**src/rtl/cfb_sched_pkg.sv**
```systemverilog
// Shared types for the CFB stream scheduler: FSM states and result FIFO entry.
package cfb_sched_pkg;

    typedef enum logic [1:0] {
        IDLE   = 2'd0,
        LOAD   = 2'd1,
        STREAM = 2'd2,
        DRAIN  = 2'd3
    } state_t;

    // Result FIFO depth; issue gating below relies on this being small and fixed.
    localparam int FIFO_DEPTH = 2;

    // Widest requester id a FIFO entry can carry; the top truncates to its own ID_W.
    localparam int FIFO_ID_W = 8;

    typedef struct packed {
        logic [FIFO_ID_W-1:0] id;
        logic                 last;
        logic [7:0]           data;
    } fifo_entry_t;

endpackage

```
**src/rtl/rr_arbiter.sv**
```systemverilog
// Round-robin arbiter: one-hot grant searched from the highest-priority index,
// which moves to the slot just after the winner when the grant is accepted.
module rr_arbiter #(
    parameter int  N_REQ = 2,
    localparam int ID_W  = $clog2(N_REQ)
) (
    input  logic             clk,
    input  logic             rst,
    input  logic [N_REQ-1:0] req,
    input  logic             accept,
    output logic [N_REQ-1:0] grant,
    output logic [ID_W-1:0]  grant_id,
    output logic             any_req
);
    // ptr_reg is the requester with the highest priority (last grant + 1).
    logic [ID_W-1:0] ptr_reg;
    logic            found;

    assign any_req = |req;

    // Rotating first-set search starting at the priority pointer.
    always_comb begin
        grant    = '0;
        grant_id = '0;
        found    = 1'b0;
        for (int off = 0; off < N_REQ; off++) begin
            if (!found && req[(int'(ptr_reg) + off) % N_REQ]) begin
                found = 1'b1;
                grant[(int'(ptr_reg) + off) % N_REQ] = 1'b1;
                grant_id = ID_W'((int'(ptr_reg) + off) % N_REQ);
            end
        end
    end

    // Advance priority past the winner only when the grant is actually taken.
    always_ff @(posedge clk or negedge rst) begin
        if (!rst) begin
            ptr_reg <= '0;
        end else if (accept && found) begin
            ptr_reg <= (grant_id == ID_W'(N_REQ - 1)) ? '0 : grant_id + ID_W'(1);
        end
    end

endmodule

```
**src/rtl/cfb_stream_scheduler.sv**
```systemverilog
// Time-shares one byte-wide CFB cipher core among N_REQ requesters: picks a
// descriptor round-robin, loads the core key, streams the bytes through and
// queues tagged results in a 2-entry FIFO with backpressure.
module cfb_stream_scheduler
    import cfb_sched_pkg::*;
#(
    parameter int  N_REQ = 2,
    parameter int  LEN_W = 8,
    localparam int ID_W  = $clog2(N_REQ)
) (
    input  logic                   clk,
    input  logic                   rst,
    input  logic [N_REQ-1:0]       req_valid,
    output logic [N_REQ-1:0]       req_ready,
    input  logic [8*N_REQ-1:0]     req_key,
    input  logic [N_REQ-1:0]       req_enc_dec,
    input  logic [LEN_W*N_REQ-1:0] req_len,
    input  logic [N_REQ-1:0]       s_valid,
    input  logic [8*N_REQ-1:0]     s_data,
    output logic [N_REQ-1:0]       s_ready,
    output logic                   m_valid,
    input  logic                   m_ready,
    output logic [7:0]             m_data,
    output logic [ID_W-1:0]        m_id,
    output logic                   m_last,
    output logic                   core_new_msg,
    output logic                   core_enc_dec,
    output logic                   core_in_valid,
    output logic [7:0]             core_key,
    output logic [7:0]             core_in_msg,
    input  logic                   core_out_ready,
    input  logic [7:0]             core_out_msg,
    output logic                   busy
);
    localparam int PTR_W = $clog2(FIFO_DEPTH);
    localparam int CNT_W = $clog2(FIFO_DEPTH + 1);

    state_t             state_reg, state_next;
    logic [7:0]         key_reg;
    logic               enc_dec_reg;
    logic [LEN_W-1:0]   remaining_reg;
    logic [ID_W-1:0]    id_reg;
    logic               inflight_reg;
    logic               inflight_last_reg;

    fifo_entry_t        fifo_mem [FIFO_DEPTH];
    logic [PTR_W-1:0]   wr_ptr_reg, rd_ptr_reg;
    logic [CNT_W-1:0]   count_reg;
    fifo_entry_t        head, push_entry;

    logic [7:0]         key_arr  [N_REQ];
    logic [LEN_W-1:0]   len_arr  [N_REQ];
    logic [7:0]         data_arr [N_REQ];

    logic [N_REQ-1:0]   grant;
    logic [ID_W-1:0]    grant_id;
    logic               any_req, accept;
    logic               issue_ok, issue, push, pop;
    logic [CNT_W:0]     occupancy;

    // Slice the flat per-requester buses into arrays.
    generate
        for (genvar gi = 0; gi < N_REQ; gi++) begin : g_unpack
            assign key_arr[gi]  = req_key[8*gi +: 8];
            assign len_arr[gi]  = req_len[LEN_W*gi +: LEN_W];
            assign data_arr[gi] = s_data[8*gi +: 8];
            assign s_ready[gi]  = (state_reg == STREAM) && issue_ok &&
                                  (remaining_reg != '0) && (id_reg == ID_W'(gi));
        end
    endgenerate

    rr_arbiter #(.N_REQ(N_REQ)) u_arb (
        .clk      (clk),
        .rst      (rst),
        .req      (req_valid),
        .accept   (accept),
        .grant    (grant),
        .grant_id (grant_id),
        .any_req  (any_req)
    );

    assign req_ready = accept ? grant : '0;

    // A byte may enter the core only if the FIFO can still absorb it counting
    // the byte already inside the core and the pop happening this cycle.
    always_comb begin
        occupancy = (CNT_W+1)'(count_reg) + (CNT_W+1)'(inflight_reg) - (CNT_W+1)'(pop);
        issue_ok  = occupancy < (CNT_W+1)'(FIFO_DEPTH);
    end

    assign issue         = s_valid[id_reg] & s_ready[id_reg];
    assign push          = core_out_ready & inflight_reg;
    assign pop           = m_valid & m_ready;

    assign core_new_msg  = (state_reg == LOAD);
    assign core_in_valid = issue;
    assign core_in_msg   = (state_reg == STREAM) ? data_arr[id_reg] : 8'h00;
    assign core_key      = key_reg;
    assign core_enc_dec  = enc_dec_reg;
    assign busy          = (state_reg != IDLE) || (count_reg != '0);

    // Next-state logic; DRAIN waits out the final core result so a stale done
    // strobe can never land after the next key load.
    always_comb begin
        state_next = state_reg;
        accept     = 1'b0;
        case (state_reg)
            IDLE: begin
                if (any_req) begin
                    accept     = 1'b1;
                    state_next = (len_arr[grant_id] == '0) ? IDLE : LOAD;
                end
            end
            LOAD:    state_next = STREAM;
            STREAM:  if (issue && remaining_reg == LEN_W'(1)) state_next = DRAIN;
            DRAIN:   if (!inflight_reg) state_next = IDLE;
            default: state_next = IDLE;
        endcase
    end

    // State register.
    always_ff @(posedge clk or negedge rst) begin
        if (!rst) begin
            state_reg <= IDLE;
        end else begin
            state_reg <= state_next;
        end
    end

    // Descriptor latch, byte countdown and in-flight tracking.
    always_ff @(posedge clk or negedge rst) begin
        if (!rst) begin
            key_reg           <= '0;
            enc_dec_reg       <= 1'b0;
            remaining_reg     <= '0;
            id_reg            <= '0;
            inflight_reg      <= 1'b0;
            inflight_last_reg <= 1'b0;
        end else begin
            if (accept) begin
                key_reg       <= key_arr[grant_id];
                enc_dec_reg   <= req_enc_dec[grant_id];
                remaining_reg <= len_arr[grant_id];
                id_reg        <= grant_id;
            end
            if (issue) begin
                remaining_reg     <= remaining_reg - LEN_W'(1);
                inflight_reg      <= 1'b1;
                inflight_last_reg <= (remaining_reg == LEN_W'(1));
            end else if (push) begin
                inflight_reg      <= 1'b0;
            end
        end
    end

    // Result being captured carries the tag of the byte that produced it.
    always_comb begin
        push_entry      = '0;
        push_entry.id   = FIFO_ID_W'(id_reg);
        push_entry.last = inflight_last_reg;
        push_entry.data = core_out_msg;
    end

    // FIFO storage write port.
    always_ff @(posedge clk) begin
        if (push) begin
            fifo_mem[wr_ptr_reg] <= push_entry;
        end
    end

    // FIFO pointers and occupancy; push and pop may coincide at any level.
    always_ff @(posedge clk or negedge rst) begin
        if (!rst) begin
            wr_ptr_reg <= '0;
            rd_ptr_reg <= '0;
            count_reg  <= '0;
        end else begin
            if (push) wr_ptr_reg <= wr_ptr_reg + PTR_W'(1);
            if (pop)  rd_ptr_reg <= rd_ptr_reg + PTR_W'(1);
            count_reg <= count_reg + CNT_W'(push) - CNT_W'(pop);
        end
    end

    assign head    = fifo_mem[rd_ptr_reg];
    assign m_valid = (count_reg != '0);
    assign m_data  = m_valid ? head.data : 8'h00;
    assign m_id    = m_valid ? ID_W'(head.id) : '0;
    assign m_last  = m_valid & head.last;

endmodule

```
**config.mk**
```make
export PLATFORM = sky130hd
export DESIGN_NAME = cfb_stream_scheduler
export DESIGN_NICKNAME = d
export VERILOG_FILES = /design/src/rtl/cfb_sched_pkg.sv /design/src/rtl/rr_arbiter.sv /design/src/rtl/cfb_stream_scheduler.sv
export SDC_FILE = /design/constraint.sdc
export NUM_CORES = 1
export LEC_CHECK = 0
export CORE_MARGIN = 1.5
export CORE_UTILIZATION = 45
export DETAILED_ROUTE_END_ITERATION = 7
export PLACE_DENSITY = 0.89
export REMOVE_ABC_BUFFERS = 1
export SYNTH_ARGS = -nofsm -noshare
export SYNTH_HDL_FRONTEND = slang
export SYNTH_SLANG_ARGS = --single-unit
```
**constraint.sdc**
```tcl
create_clock -name clk -period 4.5 [get_ports clk]
set_input_delay 0.9 -clock clk [delete_from_list [all_inputs] [get_ports clk]]
set_output_delay 0.9 -clock clk [all_outputs]
set_load 0.1 [all_outputs]
```
==> flow_metrics.env, run 1 <==
export IMPL_hp_class="flop to flop"
export IMPL_grt_usage_pct=21.7
export IMPL_cp_slowest_cell="clkdlybuf4s50_1"
export IMPL_synth_mux_area_share_pct=15.7
export IMPL_cp_end_kind="output port"
export IMPL_rows=27
export IMPL_tns_ns=0
export IMPL_rsz0062_at_grt="false"
export IMPL_routed_wl_um=6440
export IMPL_timing_max_cap_violations=0
export IMPL_cts_resized=0
export IMPL_cts_tree="done"
export IMPL_drcViolationCount=0
export IMPL_worstMarginPinSlew_ns=1.00
export IMPL_grt_pass1_wl_um=10800
export IMPL_cts_sinks=47
export IMPL_seq_area_frac_synth_pct=48.7
export IMPL_cp_startpoint="m_ready"
export IMPL_cts_buffer_depth=2
export IMPL_synth_distinct_cells=44
export IMPL_antenna_found_initial=0
export IMPL_grt_start_max_net_pins=28
export IMPL_yosys_area_top_type="dfrtp_1"
export IMPL_cp_arrival_ns=3.33
export IMPL_ys_warnings_count=0
export IMPL_avgSynthCellArea_um2=10.7
export IMPL_postCtsSetupRepairBufs=0
export IMPL_yosysMostFrequentCell="mux2i_1"
export IMPL_synth_seq_cells=47
export IMPL_htree_levels=2
export IMPL_fmax_ghz=0.237
export IMPL_startpoint_type="input port"
export IMPL_ctsHoldBuffers=0
export IMPL_synth_top_family_by_area="simple AND/OR/NAND/NOR gates"
export IMPL_netlist_area_mm2=0.00262
export IMPL_die_x_um=79.3
export IMPL_clk_latency_ns=0.30
export IMPL_min_period_ns=4.23
export IMPL_start_util_pct=47.0
export IMPL_dr_pass1_iters=4
export IMPL_post_route_period_util_pct=93.9
export IMPL_hold_viol=0
export IMPL_reg2regPathDepth=10
export IMPL_first_iter_violations=96
export IMPL_antenna_left=0
export IMPL_dp_hpwl_um=4840
export IMPL_crit_type="input port to output port"
export IMPL_fin_nets=420
export IMPL_fin_worst_skew_ns=0.00477
export IMPL_n_antenna_cell=0
export IMPL_drive_gt1_share_pct=9.54
export IMPL_synthFlopType="dfrtp_1"
export IMPL_slew_viol_final=0
export IMPL_ctsRootBufferMaster="clkbuf_8"
export IMPL_cts_buffers=5
export IMPL_status="complete, no violations"
export IMPL_yosysTopAreaCellShare_pct=25.8
export IMPL_synth_top_cells_by_area="dfrtp_1 26%, edfxtp_1 23%, mux2i_1 13%"
export IMPL_fp_dieH_um=79.3
export IMPL_r2r_start="count_reg[1]$_DFF_PN0_"
export IMPL_largest_reg_flops=20
export IMPL_synthArstFlopShare_pct=57.4
export IMPL_clk_pin_slew_ns=0.09
export IMPL_synthToLayoutAreaGrowth_pct=45.7
export IMPL_synthXorXnorAreaFrac_pct=1.67
export IMPL_synth_compound_area_share_pct=9.21
export IMPL_cp_max_fo=9
export IMPL_synth_edff_count=20
export IMPL_core_mm2=0.00557
export IMPL_vias=2205
export IMPL_crit_chain="clkdlybuf4s50_1, nand2_1, nor2_1, o21ai_0, fa_1, xnor2_1, nand4b_1, nand2b_1, inv_6, buf_12"
export IMPL_setup_viol=0
export IMPL_synthAdderAreaFrac_pct=4.58
export IMPL_grt_pass1_vias=2362
export IMPL_synth_cells=246
export IMPL_wl_per_cell_um=15.4
export IMPL_maxSlewHeadroom_pct=32.9
export IMPL_gp_congestion=0.878
export IMPL_required_ns=3.60
export IMPL_dieArea_mm2=0.00629
export IMPL_vias_per_cell=5.28
export IMPL_grt_overflow_total=0
export IMPL_cp_slowest_stage_delay_ns=0.54
export IMPL_synthSimpleGateAreaFrac_pct=16.8
export IMPL_hp_start="core_key[3]$_DFFE_PN0P_"
export IMPL_io_buffers=100
export IMPL_synth_common_cells="35 x mux2i_1, 27 x dfrtp_1, 23 x nand2_1, 23 x nor2_1, 20 x edfxtp_1"
export IMPL_io_pins=101
export IMPL_min_path_cells=2
through the flow:
step	std cells	cell area, um^2	hold slack [ns]	utilization, %	setup slack, ns
6_report	418	3820	0.483	68.5	0.274
4_1_cts	418	3820	0.485	68.5	0.303
2_1_floorplan	235	2570	0.442	-	0.307
5_1_grt	418	3820	0.508	68.5	0.0747
3_5_place_dp	410	3690	0.463	66.2	0.372
3_3_place_gp	410	3690	0.455	66.2	0.458
path summary, 6_finish.rpt:
check / to / slack [ns]
worst max register to register: remaining_reg[6]$_DFFE_PN0P_ / 1.68
min in group asynchronous: u_arb.ptr_reg$_DFFE_PN0P_ / 0.96
worst max-delay path: core_in_valid / 0.27
worst min register to register: core_key[3]$_DFFE_PN0P_ / 0.48
worst min-delay path: core_key[3]$_DFFE_PN0P_ / 0.48
max in group asynchronous: core_key[0]$_DFFE_PN0P_ / 3.26
worst max-delay path, delay by kind of cell:
kind                       cells  cell delay (ns)
buffers and inverters          3             0.86
adders and majority gates      1             0.40
xor gates and xnor gates       1             0.22
and+or+nand+nor                4             0.80
AOI/OAI and AO/OA              1             0.15
cells in the final DEF, fill, tap and decap left out, types with 2 or more instances in the layout:
cell	instances
mux2i_1	35
nor2b_1	9
and3_1	6
edfxtp_1	20
nor3_1	5
o21ai_0	13
nand3_1	10
bufinv_16	2
ha_1	8
o221a_2	3
xnor2_1	4
inv_1	7
clkdlybuf4s50_1	87
nor2_1	23
mux2_2	4
nor3b_1	2
a21oi_1	7
dfrtp_1	27
nand2b_1	2
buf_12	3
nor4_1	5
clkbuf_8	5
nand2_1	23
buf_4	13
a211o_1	2
final cells by class:
type,instances,area [um^2]
Timing Repair Buffer,103,1030
Multi-Input combinational cell,180,1260
Clock buffer,6,72.6
Inverter,8,35.0
Fill cell,458,1750
Tap cell,72,90.1
Clock inverter,2,60.1
Sequential cell,47,1280
per-layer routing:
| layer | global-route usage, % | part of all wire (%) |
|---|---|---|
| met1 | 26.3 | 42 |
| met2 | 39.0 | 52 |
| met3 | 3.33 | 4.2 |
| met4 | 7.72 | 1.9 |
| met5 | 0 | 0 |
logic make-up after synthesis:
group / Yosys count
multiplexers: 40
AND/OR/NAND/NOR: 90
XOR/XNOR: 5
buffers and inverters: 19
adder cells (fa/ha/maj): 9
flip-flops: 47
AO/OA/AOI/OAI: 36
Power of run 1 is not shown: default switching activity piles up to over one toggle a cycle in this logic, so the estimate is an artifact.
==> run 2: changes to the inputs <==
--- a/config.mk
+++ b/config.mk
@@ -8,8 +8,10 @@
 export CORE_MARGIN = 1.5
 export CORE_UTILIZATION = 45
 export DETAILED_ROUTE_END_ITERATION = 7
+export MAX_ROUTING_LAYER = met4
 export PLACE_DENSITY = 0.89
 export REMOVE_ABC_BUFFERS = 1
+export SKIP_LAST_GASP = 1
 export SYNTH_ARGS = -nofsm -noshare
 export SYNTH_HDL_FRONTEND = slang
 export SYNTH_SLANG_ARGS = --single-unit
==> flow_metrics.env, run 2 (synthesis results as in run 1) <==
export IMPL_cts_buffers=5
export IMPL_synthToLayoutAreaGrowth_pct=45.7
export IMPL_first_iter_violations=104
export IMPL_cp_max_fo=9
export IMPL_htree_levels=2
export IMPL_largest_reg_flops=20
export IMPL_vias=2199
export IMPL_status="complete, no violations"
export IMPL_grt_overflow_total=0
export IMPL_cts_sinks=47
export IMPL_nFillCells=458
export IMPL_ctsRootBufferMaster="clkbuf_8"
export IMPL_antenna_left=0
export IMPL_postCtsSetupRepairBufs=0
export IMPL_rsz0062_at_grt="false"
export IMPL_gp_congestion=0.892
export IMPL_cts_resized=0
export IMPL_worstMarginPinSlew_ns=1.00
export IMPL_hold_viol=0
export IMPL_drive_gt1_share_pct=9.54
export IMPL_startpoint_type="input port"
export IMPL_dieArea_mm2=0.00629
export IMPL_post_route_period_util_pct=93.5
export IMPL_grt_pass1_vias=2362
export IMPL_routed_wl_um=6410
export IMPL_die_x_um=79.3
export IMPL_setup_viol=0
export IMPL_cp_arrival_ns=3.31
export IMPL_grt_start_max_net_pins=28
export IMPL_required_ns=3.60
export IMPL_dr_pass1_iters=4
export IMPL_clk_pin_slew_ns=0.09
export IMPL_final_cell_mix="87 x clkdlybuf4s50_1, 35 x mux2i_1, 27 x dfrtp_1, 23 x nand2_1, 23 x nor2_1"
export IMPL_dp_hpwl_um=4840
export IMPL_grt_usage_pct=22.3
export IMPL_wl_per_cell_um=15.3
export IMPL_fin_worst_skew_ns=0.00469
export IMPL_io_pins=101
export IMPL_core_mm2=0.00557
export IMPL_io_buffers=100
export IMPL_ctsHoldBuffers=0
export IMPL_fmax_ghz=0.238
export IMPL_timing_max_cap_violations=0
export IMPL_n_antenna_cell=0
export IMPL_multiInputGateArea_mm2=0.00126
export IMPL_vias_per_cell=5.26
export IMPL_start_util_pct=47.0
export IMPL_fin_nets=420
export IMPL_grt_pass1_wl_um=10800
export IMPL_min_period_ns=4.21
export IMPL_fp_dieH_um=79.3
export IMPL_rows=27
export IMPL_register_area_mm2=0.00128
export IMPL_cts_buffer_depth=2
export IMPL_cts_tree="done"
export IMPL_slew_viol_final=0
export IMPL_drcViolationCount=0
export IMPL_antenna_found_initial=0
export IMPL_tns_ns=0
export IMPL_crit_type="input port to output port"
export IMPL_clk_latency_ns=0.30
export IMPL_maxSlewHeadroom_pct=32.9
export IMPL_cp_end_kind="output port"
export IMPL_final_common_cell="clkdlybuf4s50_1"
export IMPL_hp_class="flop to flop"
==> run 2: through the flow <==
step | setup slack, ns | instances | hold slack (ns) | util, % | cell area (um^2)
finish | 0.291 | 418 | 0.483 | 68.5 | 3820
global route | 0.0747 | 418 | 0.508 | 68.5 | 3820
CTS | 0.303 | 418 | 0.485 | 68.5 | 3820
detailed placement | 0.372 | 410 | 0.463 | 66.2 | 3690
global placement | 0.458 | 410 | 0.455 | 66.2 | 3690
floorplan | 0.307 | 235 | 0.442 | - | 2570
==> run 2: cell type report <==
type                       count  area share (%)
clock buffer                   6            1.90
clock inverter                 2            1.57
inverter                       8           0.917
multi-input combinational    180            32.9
sequential                    47            33.4
tap                           72            2.36
timing repair buffer         103            26.9
==> run 2: routing by layer <==
metal / track usage (%) / routed length, um / vias to the layer above
li1: - / - / 1090
met1: 26.4 / 2720 / 1033
met2: 39.0 / 3330 / 61
met3: 3.33 / 238 / 15
met4: 7.72 / 121 / 0
met5: - / 0 / -
==> run 2: critical path: stages <==
cell and delay [ns]:
clkdlybuf4s50_1 0.54, nand2_1 0.07, nor2_1 0.17, o21ai_0 0.15, fa_1 0.40, xnor2_1 0.21
nand4b_1 0.25, nand2b_1 0.31, inv_6 0.14, buf_12 0.18
==> run 2: path summary, 6_finish.rpt <==
path                                    startpoint                           end  slack, ns  depth (start not counted)
min reg2reg                core_key[3]$_DFFE_PN0P_       core_key[3]$_DFFE_PN0P_       0.48                          2
min in group asynchronous                      rst     u_arb.ptr_reg$_DFFE_PN0P_       0.96                          2
max reg2reg                 count_reg[1]$_DFF_PN0_  remaining_reg[6]$_DFFE_PN0P_       1.70                         10
max                                        m_ready                 core_in_valid       0.29                         10
max in group asynchronous                      rst       core_key[0]$_DFFE_PN0P_       3.26                          2
min                        core_key[3]$_DFFE_PN0P_       core_key[3]$_DFFE_PN0P_       0.48                          2
Power of run 2 is left out for the same reason.
==> run 3: changes to the inputs <==
--- a/config.mk
+++ b/config.mk
@@ -5,6 +5,7 @@
 export SDC_FILE = /design/constraint.sdc
 export NUM_CORES = 1
 export LEC_CHECK = 0
+export ABC_AREA = 0
 export CORE_MARGIN = 1.5
 export CORE_UTILIZATION = 45
 export DETAILED_ROUTE_END_ITERATION = 7
==> results of run 3 <==
The final DEF is identical to that of run 2; final timing and power are the same.
Power of run 3 is left out for the same reason.
